==> src/rtl/reloj_hhmm_pkg.sv <==
`default_nettype none
// reloj_hhmm_pkg: shared state encoding, field limits and decimal-point patterns.
package reloj_hhmm_pkg;

  typedef enum logic [1:0] {
    RUN   = 2'd0,
    SET_H = 2'd1,
    SET_M = 2'd2
  } state_e;

  localparam logic [4:0] MAX_H = 5'd23;
  localparam logic [5:0] MAX_M = 6'd59;
  localparam logic [5:0] MAX_S = 6'd59;

  localparam logic [3:0] PTS_OFF   = 4'b1111;
  localparam logic [3:0] PTS_COLON = 4'b1011;
  localparam logic [3:0] PTS_SET_H = 4'b0011;
  localparam logic [3:0] PTS_SET_M = 4'b1100;

  function automatic logic [5:0] inc_wrap6(input logic [5:0] v, input logic [5:0] max);
    return (v == max) ? 6'd0 : v + 6'd1;
  endfunction

  function automatic logic [4:0] inc_wrap5(input logic [4:0] v, input logic [4:0] max);
    return (v == max) ? 5'd0 : v + 5'd1;
  endfunction

endpackage
`default_nettype wire

==> src/rtl/reloj_hhmm_btn_edge.sv <==
`default_nettype none
// btn_edge: two-flop synchronizer followed by a registered rising-edge pulse
// (pulse is high for one cycle, three clk edges after the raw rise).
module btn_edge (
  input  logic clk,
  input  logic reset,
  input  logic din,
  output logic pulse
);

  logic sync1_q, sync2_q, prev_q, pulse_q;

  always_ff @(posedge clk) begin
    if (reset) begin
      sync1_q <= 1'b0;
      sync2_q <= 1'b0;
      prev_q  <= 1'b0;
      pulse_q <= 1'b0;
    end else begin
      sync1_q <= din;
      sync2_q <= sync1_q;
      prev_q  <= sync2_q;
      pulse_q <= sync2_q & ~prev_q;
    end
  end

  assign pulse = pulse_q;

endmodule
`default_nettype wire

==> src/rtl/reloj_hhmm.sv <==
`default_nettype none
// reloj_hhmm: 24-hour HH:MM:SS timekeeper with two-button set mode, feeding
// the 7-segment display driver with binary hours/minutes and decimal points.
module reloj_hhmm
  import reloj_hhmm_pkg::*;
#(
  parameter int TICKS_PER_SEC = 50000000,
  parameter int PRESC_W       = 26
) (
  input  logic       clk,
  input  logic       reset,
  input  logic       enable,
  input  logic       btn_mode,
  input  logic       btn_up,
  output logic [7:0] datahours,
  output logic [7:0] dataminutes,
  output logic [3:0] datapoints,
  output logic       sec_tick
);

  localparam logic [PRESC_W-1:0] PRESC_LAST = PRESC_W'(TICKS_PER_SEC - 1);
  localparam logic [PRESC_W-1:0] PRESC_HALF = PRESC_W'(TICKS_PER_SEC / 2);

  logic mode_p, up_p;

  btn_edge u_btn_mode (.clk(clk), .reset(reset), .din(btn_mode), .pulse(mode_p));
  btn_edge u_btn_up   (.clk(clk), .reset(reset), .din(btn_up),   .pulse(up_p));

  state_e               state_q;
  logic [PRESC_W-1:0]   presc_q;
  logic [4:0]           hours_q;
  logic [5:0]           minutes_q;
  logic [5:0]           seconds_q;
  logic [3:0]           points_q;
  logic                 tick_q;

  always_ff @(posedge clk) begin
    if (reset) begin
      state_q   <= RUN;
      presc_q   <= '0;
      hours_q   <= '0;
      minutes_q <= '0;
      seconds_q <= '0;
      points_q  <= PTS_OFF;
      tick_q    <= 1'b0;
    end else begin
      tick_q <= 1'b0;

      // Points follow the state/prescaler seen this cycle, so they lag by one.
      case (state_q)
        RUN:     points_q <= (presc_q < PRESC_HALF) ? PTS_COLON : PTS_OFF;
        SET_H:   points_q <= PTS_SET_H;
        SET_M:   points_q <= PTS_SET_M;
        default: points_q <= PTS_OFF;
      endcase

      case (state_q)
        RUN: begin
          if (enable) begin
            if (presc_q == PRESC_LAST) begin
              presc_q <= '0;
              tick_q  <= 1'b1;
              seconds_q <= inc_wrap6(seconds_q, MAX_S);
              if (seconds_q == MAX_S) begin
                minutes_q <= inc_wrap6(minutes_q, MAX_M);
                if (minutes_q == MAX_M) begin
                  hours_q <= inc_wrap5(hours_q, MAX_H);
                end
              end
            end else begin
              presc_q <= presc_q + 1'b1;
            end
          end
          if (mode_p) begin
            state_q <= SET_H;
          end
        end
        SET_H: begin
          if (mode_p) begin
            state_q <= SET_M;
          end else if (up_p) begin
            hours_q <= inc_wrap5(hours_q, MAX_H);
          end
        end
        SET_M: begin
          if (mode_p) begin
            state_q   <= RUN;
            seconds_q <= '0;
            presc_q   <= '0;
          end else if (up_p) begin
            minutes_q <= inc_wrap6(minutes_q, MAX_M);
          end
        end
        default: state_q <= RUN;
      endcase
    end
  end

  assign datahours   = {3'b000, hours_q};
  assign dataminutes = {2'b00, minutes_q};
  assign datapoints  = points_q;
  assign sec_tick    = tick_q;

endmodule
`default_nettype wire

==> config.mk <==
export PLATFORM = sky130hd
export DESIGN_NAME = reloj_hhmm
export DESIGN_NICKNAME = d
export VERILOG_FILES = /design/src/rtl/reloj_hhmm_pkg.sv /design/src/rtl/reloj_hhmm_btn_edge.sv /design/src/rtl/reloj_hhmm.sv
export SDC_FILE = /design/constraint.sdc
export NUM_CORES = 1
export LEC_CHECK = 0
export CAP_MARGIN = 20
export CELL_PAD_IN_SITES_DETAIL_PLACEMENT = 1
export CELL_PAD_IN_SITES_GLOBAL_PLACEMENT = 1
export CORE_MARGIN = 2
export CORE_UTILIZATION = 40
export DETAILED_ROUTE_END_ITERATION = 10
export GPL_ROUTABILITY_DRIVEN = 0
export PLACE_DENSITY_LB_ADDON = 0.1
export SYNTH_ARGS = -nofsm -noshare
export SYNTH_HDL_FRONTEND = slang
export SYNTH_SLANG_ARGS = --single-unit
==> constraint.sdc <==
create_clock -name clk -period 5.9 [get_ports clk]
set_input_delay 1.77 -clock clk [delete_from_list [all_inputs] [get_ports clk]]
set_output_delay 1.77 -clock clk [all_outputs]
set_load 0.05 [all_outputs]
==> flow_summary.yaml, run 1 <==
synth:
  synth_seq_cells: 57
  synth_edf_count: 0
  synth_area_um2: 2950
  muxShareOfSynthArea_pct: 1.74
  synth_fa_ha_area_share_pct: 1.70
  syn_inst: 349
  ys.flop_type: "dfxtp_1"
  synth.area.top_cells: "dfxtp_1 (39%), nand2_1 (4.3%), nor2_1 (3.9%)"
  synth_top_family_by_area: "simple AND/OR/NAND/NOR gates"
  synth_compound_area_share_pct: 18.0
  yosys_warnings: 0
  synth-xor-area-share_pct: 4.16
  avgSynthCellArea_um2: 8.45
  yosysSeqAreaShare_pct: 38.7
  yosysMostFrequentCell: "dfxtp_1"
  yosys.area_share.simple_pct: 31.0
  synth_cell_types: 68
  async_flop_share_pct: 0
  synth.top_cell.area_share_pct: 38.7
  yosys-top-cells-count: "dfxtp_1 (57), nand2_1 (34), nor2_1 (31)"
  synth_top_area_cell: "dfxtp_1"
critical_path:
  crit_fanout: 17
  worst_ep_required_time_ns: 6.16
  path_class: "in -> reg"
  cp-start-kind: "input port"
  end_kind: "flip-flop"
  cp.arrival_ns: 3.93
finish:
  drive_gt1_share_pct: 10.3
  syn_to_final_growth_pct: 14.8
  num-fill-cells: 888
  num-nets-final: 374
  diodes: 0
  final_cells: 469
die:
  core_area_um2: 7210
  die_h_um: 89.9
  ios: 26
  die_area_um2: 8080
  die_w_um: 89.9
  rows: 31
  start_util_pct: 40.9
power:
  vdd_drop_max_mv: 0.116
  powerDensity_nw_per_um2: 238
  leakage_uw: 0.00111
sta:
  relSlewSlack_pct: 36.4
  setup_tns_ns: 0
  fmax_ghz: 0.273
  worst_pin_slew_ns: 0.952
  finClkSkew_ns: 0.00488
  hold_viol_final: 0
  rsz0062_at_grt: "no"
  report.final.setup_viol: 0
  finalCritPeriodShare_pct: 62.1
  post-route-min-period_ns: 3.66
  worst_hold_slack_ns: 0.384
  finalMaxSlewViolations: 0
detailed_routing:
  via_per_inst: 5.56
  drt_pass1_iterations: 4
  wl_um: 7450
  drt_iter0_drc: 95
  num_vias: 2608
  wl_per_cell_um: 15.9
  ant_nets: 0
  remaining_drc_errors: 0
global_routing:
  antenna_found_initial: 0
  grt_overflow: 0
  grt_start_max_net_pins: 28
  grt_pass1_vias: 2665
  grt_usage_pct: 19.7
  grt_pass1_wl_um: 13000
cts:
  clockBufferDepth: 2
  clk_latency_ns: 0.34
  root_buffer: "clkbuf_8"
  postCtsResizedCells: 0
  htreeDepth: 3
  numCtsBuffers: 9
  clkSlewWorstSetupHoldPaths_ns: 0.07
  clock_sinks: 57
  cts_setup_buffers: 0
  cts_tree: "yes"
  ctsHoldBuffers: 0
job:
  drv_cap: 0
placed_design:
  dp_hpwl_um: 5360
  io_buffers: 20
  dp_cells: 453
status:
  status: "finished, final reports clean"
min_path:
  hold_class: "reg -> reg"
## critical path: stages
cell	delay [ns]
clkdlybuf4s50_1	0.50
inv_1	0.08
or3_1	0.36
a211oi_2	0.76
a21bo_2	0.30
a31oi_1	0.15
## per-stage QoR
stage               power [uW]  utilization [%]  cell area [um2]  setup slack (ns)
floorplan                  440                -             2970              2.90
global placement           448             44.2             3190              1.92
detailed placement         450             44.2             3190              1.88
CTS                        819             46.9             3390              2.24
global route               844             46.9             3390              2.04
finish                     807             46.9             3390              2.24
## sequential cells by signal (all words and copies together) (netlist names)
register            count
presc_q                26
minutes_q               6
seconds_q               6
hours_q                 5
datapoints              3
state_q                 2
sec_tick                1
u_btn_mode.prev_q       1
u_btn_mode.pulse        1
u_btn_mode.sync1_q      1
u_btn_mode.sync2_q      1
u_btn_up.prev_q         1
u_btn_up.pulse          1
u_btn_up.sync1_q        1
u_btn_up.sync2_q        1
## worst paths after layout
kind | start | endpoint | slack, ns | depth (start not counted)
worst max-delay path | enable | presc_q[25] | 2.24 | 6
worst min-delay path | u_btn_up.prev_q | u_btn_up.pulse | 0.38 | 1
worst max register to register | presc_q[11] | presc_q[21] | 3.37 | 5
worst min register to register | u_btn_up.prev_q | u_btn_up.pulse | 0.38 | 1
## power breakdown
part	total (uW)	switching, uW	internal, uW
registers	395	5.02	390
logic	45.1	31.6	13.5
clock network	367	163	203
total	807	200	607
## layout by cell type, fill, tap and decap left out, types with 2 or more instances in the layout
master and instances:
nor4_1 6, inv_1 6, xnor2_1 10, o21ai_0 17, a211oi_1 3, a21oi_1 17
a32o_1 2, and4_1 5, a32oi_1 2, clkdlybuf4s50_1 20, and3_1 3, clkbuf_8 10
or4_4 2, nand4_1 8, xor2_1 4, ha_1 4, or2_2 4, nand2_1 34
o211ai_1 2, clkinv_2 4, buf_4 2, o31ai_1 3, nor4b_1 4, dfxtp_1 57
mux2i_1 4, nor2b_1 13, a31oi_1 9, nor3b_1 3, o21ai_1 2, nor3_1 14
nor2_1 31, nand2b_1 4, nor4_2 2, nand3b_1 3, nand3_1 17, conb_1 5
## logic make-up after synthesis
logic type	count (synthesis)
AO/OA/AOI/OAI	77
AND/OR/NAND/NOR	164
flip-flops	57
buffers and inverters	27
multiplexers	5
other	1
XOR/XNOR	14
adder cells (fa/ha/maj)	4
## final cells by class
class	count	area (um2)	area share, %
Clock buffer	10	138	4.06
Clock inverter	6	57.6	1.70
Inverter	6	22.5	0.665
Multi-Input combinational cell	269	1690	49.9
Sequential cell	57	1140	33.7
Tap cell	99	124	3.66
Timing Repair Buffer	22	215	6.35
## metal layers
| layer | wire length [um] | vias to the layer above | part of all wire, % | GRT usage, % |
|---|---|---|---|---|
| li1 | - | 1304 | - | - |
| met1 | 3790 | 1264 | 51 | 27.1 |
| met2 | 3390 | 34 | 46 | 30.6 |
| met3 | 194 | 6 | 2.6 | 4.61 |
| met4 | 69 | 0 | 0.93 | 6.41 |
| met5 | 0 | - | 0 | 0 |
No activity file was read; power rests on OpenSTA's default activity.
==> run 2, diff against run 1 <==
==> constraint.sdc (replaced) <==
create_clock -name clk -period 3.6 [get_ports clk]
set_input_delay 1.08 -clock clk [delete_from_list [all_inputs] [get_ports clk]]
set_output_delay 1.08 -clock clk [all_outputs]
set_load 0.05 [all_outputs]
==> run 2 against run 1 <==
Net effect:
- final cell count increased by 0.64%
- utilization increased by 0.99 points
- non-clock buffer count increased by 3
- setup slack got worse by 1.5 ns
- sequential share of layout area decreased by 0.69 points
- highest routed layer unchanged
==> flow_summary.yaml, run 2 (same netlist as run 1, synthesis figures left out) <==
status:
  status: "finished, final reports clean"
power:
  leakage_uw: 0.00114
  powerDensity_nw_per_um2: 424
  vdd_drop_max_mv: 0.208
cts:
  htreeDepth: 3
  root_buffer: "clkbuf_8"
  clock_sinks: 57
  numCtsBuffers: 9
  ctsHoldBuffers: 0
  postCtsResizedCells: 0
  clk_latency_ns: 0.34
  clockBufferDepth: 2
  clkSlewWorstSetupHoldPaths_ns: 0.07
  cts_tree: "yes"
  cts_setup_buffers: 0
sta:
  report.final.setup_viol: 0
  finalCritPeriodShare_pct: 79.4
  post-route-min-period_ns: 2.86
  relSlewSlack_pct: 54.1
  finClkSkew_ns: 0.00520
  setup_tns_ns: 0
  worst_hold_slack_ns: 0.378
  rsz0062_at_grt: "no"
  finalMaxSlewViolations: 0
  hold_viol_final: 0
  fmax_ghz: 0.350
  fin_ws_ns: 0.741
  worst_pin_slew_ns: 0.687
critical_path:
  crit_start: "enable"
  end_kind: "flip-flop"
  crit_fanout: 16
  rr_endpoint: "minutes_q[4]"
  reg2reg_from: "presc_q[11]"
  slowest_delay_ns: 0.59
  slowest_stage: "nor2_1"
  path_class: "in -> reg"
  worst_ep_required_time_ns: 3.86
  rrSetupSlack_ns: 1.11
  crit_top_cell: "nor2_1"
  path_cells: "clkdlybuf4s50_1 -> mux2i_1 -> nor2_1 -> nor2_1 -> nor2_4 -> nor3_1"
  cp-start-kind: "input port"
  cp.arrival_ns: 3.12
  rr_worst_depth: 5
global_routing:
  antenna_found_initial: 0
  grt_pass1_vias: 2622
  grt_pass1_wl_um: 13200
  grt_overflow: 0
  grt_usage_pct: 19.8
  grt_start_max_net_pins: 23
detailed_routing:
  drt_pass1_iterations: 4
  wl_um: 7560
  ant_nets: 0
  drt_iter0_drc: 81
  num_vias: 2631
  remaining_drc_errors: 0
  wl_per_cell_um: 16.0
  via_per_inst: 5.57
finish:
  final_cells: 472
  final_cell_mix: "dfxtp_1 (57), nand2_1 (34), nor2_1 (31)"
  largest_reg_flops: 26
  reg.largest.list: "presc_q (26), minutes_q (6), seconds_q (6)"
  utilization_pct: 47.9
  final_common_cell: "dfxtp_1"
  num-nets-final: 377
  syn_to_final_growth_pct: 17.2
  diodes: 0
  drive_gt1_share_pct: 10.7
  regMostFlops: "presc_q"
min_path:
  hold_path_end: "u_btn_mode.pulse"
  min-delay-start: "u_btn_mode.prev_q"
  hold-path-cell-count: 1
  hold_class: "reg -> reg"
die:
  ios: 26
  start_util_pct: 40.9
  core_area_um2: 7210
  rows: 31
  die_area_um2: 8080
  die_w_um: 89.9
  die_h_um: 89.9
placed_design:
  dp_cells: 456
  dp_hpwl_um: 5430
  io_buffers: 20
  pre_cts_ws_ns: 0.371
job:
  drv_cap: 0
[run 2: cell count changes in the layout (fill, tap and decap cells not counted)]
cell and delta:
clkbuf_1 +1, buf_4 +3, clkinv_2 -3, bufinv_16 +2
[run 2: layout make-up]
type,count,area (um2)
Clock inverter,5,103
Inverter,6,22.5
Timing Repair Buffer,25,238
Multi-Input combinational cell,269,1690
Tap cell,99,124
Fill cell,875,3760
Sequential cell,57,1140
Clock buffer,11,141
[run 2: worst max path at each step]
stage | end | slack (ns) | cells after the start
4_1_cts | presc_q[11] | 0.71 | 6
6_report | presc_q[11] | 0.74 | 6
3_3_place_gp | presc_q[11] | 0.52 | 6
2_1_floorplan | presc_q[5] | 1.29 | 6
3_5_place_dp | presc_q[11] | 0.37 | 6
5_1_grt | presc_q[11] | 0.57 | 6
[run 2: where the power goes]
part | switching [uW] | leakage (uW) | internal (uW)
sequential | 7.96 | 0.000461 | 640
clock | 264 | 0.000120 | 478
combinational | 53.0 | 0.000562 | 23.7
total | 325 | 0.00114 | 1140
[run 2: stage by stage]
step | instance area (um2) | total power [uW]
2_1_floorplan | 2970 | 722
3_3_place_gp | 3210 | 738
3_5_place_dp | 3210 | 739
4_1_cts | 3460 | 1490
6_report | 3460 | 1470
5_1_grt | 3460 | 1530
[run 2: worst max-delay path: cells and delay by family]
| kind | cells | cell delay, ns |
|---|---|---|
| buffers and inverters | 1 | 0.43 |
| and+or+nand+nor | 4 | 1.25 |
| muxes | 1 | 0.36 |
[run 2: metal layers]
| layer | track usage (%) | part of all wire, % |
|---|---|---|
| met5 | 0 | 0 |
| met4 | 6.54 | 1.4 |
| met3 | 3.52 | 3.5 |
| met2 | 30.2 | 45 |
| met1 | 28.3 | 50 |
==> run 3, diff against run 2 <==
==> constraint.sdc (replaced) <==
create_clock -name clk -period 2.7 [get_ports clk]
set_input_delay 0.81 -clock clk [delete_from_list [all_inputs] [get_ports clk]]
set_output_delay 0.81 -clock clk [all_outputs]
set_load 0.05 [all_outputs]
==> run 3 against run 2 <==
Net effect:
- clock power is 32% higher
- global-route usage rose by 0.35 points
- first-iteration DRC count increased by 9.9%
- utilization grew 1.9 points
- worst hold slack improved by 0.025 ns
- count of clock-buffer cells in the layout fell by 2
- critical path depth shrank 5
- critical endpoint is now dataminutes[2]
- largest power group unchanged
==> flow_summary.yaml, run 3 (same netlist as run 1, synthesis figures left out) <==
sta:
  relSlewSlack_pct: 52.6
  finalMaxSlewViolations: 0
  post-route-min-period_ns: 2.42
  hold_viol_final: 0
  worst_pin_slew_ns: 0.710
  fin_ws_ns: 0.275
  finClkSkew_ns: 0.00853
  report.final.setup_viol: 0
  rsz0062_at_grt: "no"
  finalCritPeriodShare_pct: 89.8
  setup_tns_ns: 0
  fmax_ghz: 0.412
die:
  start_util_pct: 40.9
  core_area_um2: 7210
  rows: 31
  die_h_um: 89.9
  die_w_um: 89.9
  die_area_um2: 8080
  ios: 26
critical_path:
  path_cells: "clkdlybuf4s50_1"
  end_kind: "primary output"
  cp-start-kind: "flip-flop"
  worst_ep_required_time_ns: 1.89
  critPathTopFamily: "buffers and inverters"
  cp.arrival_ns: 1.61
  crit_fanout: 6
  path_class: "reg -> out"
  crit_buf_inv: 1
  slowest_delay_ns: 0.84
  slowest_stage: "clkdlybuf4s50_1"
finish:
  regMostFlops: "presc_q"
  final_cells: 489
  drive_gt1_share_pct: 14.9
  num-fill-cells: 876
  diodes: 0
  largest_reg_flops: 26
  reg.largest.list: "presc_q (26), minutes_q (6), seconds_q (6)"
  syn_to_final_growth_pct: 21.9
  num-nets-final: 394
  final_cell_mix: "dfxtp_1 (57), nand2_1 (34), nor2_1 (31)"
  final_common_cell: "dfxtp_1"
power:
  switching_share_pct: 23.0
  p_int_uw: 1510
  leakage_uw: 0.00124
  pwr-share-comb_pct: 6.2
  p_seq_share_pct: 43.9
  net-switching-power_uw: 452
  design_power_total_uw: 1960
  powerDensity_nw_per_um2: 546
  pwr-share-clk_pct: 49.9
  vdd_drop_max_mv: 0.324
global_routing:
  grt_pass1_vias: 2661
  grt_usage_pct: 20.1
  antenna_found_initial: 0
  grt_overflow: 0
  grt_pass1_wl_um: 13200
  grt_start_max_net_pins: 18
cts:
  clkSlewWorstSetupHoldPaths_ns: 0.07
  cts_setup_buffers: 0
  cts_tree: "yes"
  postCtsResizedCells: 0
  clock_sinks: 57
  htreeDepth: 3
  root_buffer: "clkbuf_8"
  ctsHoldBuffers: 0
  clk_latency_ns: 0.34
  numCtsBuffers: 9
  clockBufferDepth: 2
detailed_routing:
  num_vias: 2703
  wl_per_cell_um: 15.8
  drt_iter0_drc: 89
  via_per_inst: 5.53
  drt_pass1_iterations: 4
  wl_um: 7740
  ant_nets: 0
  remaining_drc_errors: 0
placed_design:
  pre_cts_ws_ns: 0.0692
  dp_cells: 473
  dp_hpwl_um: 5690
  io_buffers: 20
min_path:
  hold_class: "reg -> reg"
status:
  status: "finished, final reports clean"
job:
  drv_cap: 0
run 3: cell types whose count changed in the layout (fill, tap and decap cells not counted), sizes merged:
cell,previous run,this run
buf,5,22
clkbuf,11,9
clkinv,1,3
clkinvlp,1,0
inv,6,7
run 3: cell type report:
class                   count  area, um2  area share (%)
flip-flops and latches     57       1140            31.7
repair buffers             42        378            10.5
well taps                  99        124            3.44
inverters                   6       22.5           0.626
multi-input cells         269       1690            47.0
clock inverters             7        118            3.27
clock buffers               9        124            3.44
run 3: per-layer routing:
layer / share of wire, % / track usage [%] / up-vias / wire length (um)
met3: 3.0 / 4.02 / 11 / 235
met2: 46 / 31.1 / 42 / 3530
li1: - / - / 1341 / -
met5: 0 / 0 / - / 0
met1: 50 / 27.8 / 1309 / 3860
met4: 1.4 / 7.69 / 0 / 108
run 3: power groups by stage:
| stage | Sequential, uW | Clock [uW] | Combinational (uW) |
|---|---|---|---|
| floorplan | 883 | 0 | 78.7 |
| global placement | 880 | 0 | 119 |
| detailed placement | 881 | 0 | 121 |
| CTS | 862 | 1010 | 122 |
| global route | 863 | 1040 | 132 |
| finish | 862 | 979 | 121 |
run 3: final timing paths:
| check | to | cells past startpoint | from | slack, ns |
|---|---|---|---|---|
| setup / recovery | dataminutes[2] | 1 | minutes_q[2] | 0.28 |
| hold / removal | u_btn_mode.pulse | 1 | u_btn_mode.prev_q | 0.40 |
| setup reg to reg | presc_q[21] | 5 | presc_q[2] | 0.43 |
| hold reg to reg | u_btn_mode.pulse | 1 | u_btn_mode.prev_q | 0.40 |
run 3: through the flow:
| step | util [%] | cell area, um2 | hold WS (ns) |
|---|---|---|---|
| 5_1_grt | 49.8 | 3600 | 0.416 |
| 4_1_cts | 49.8 | 3600 | 0.408 |
| 3_5_place_dp | 46.5 | 3350 | 0.384 |
| 3_3_place_gp | 46.5 | 3350 | 0.371 |
| 6_report | 49.8 | 3600 | 0.402 |
| 2_1_floorplan | - | 2970 | 0.367 |
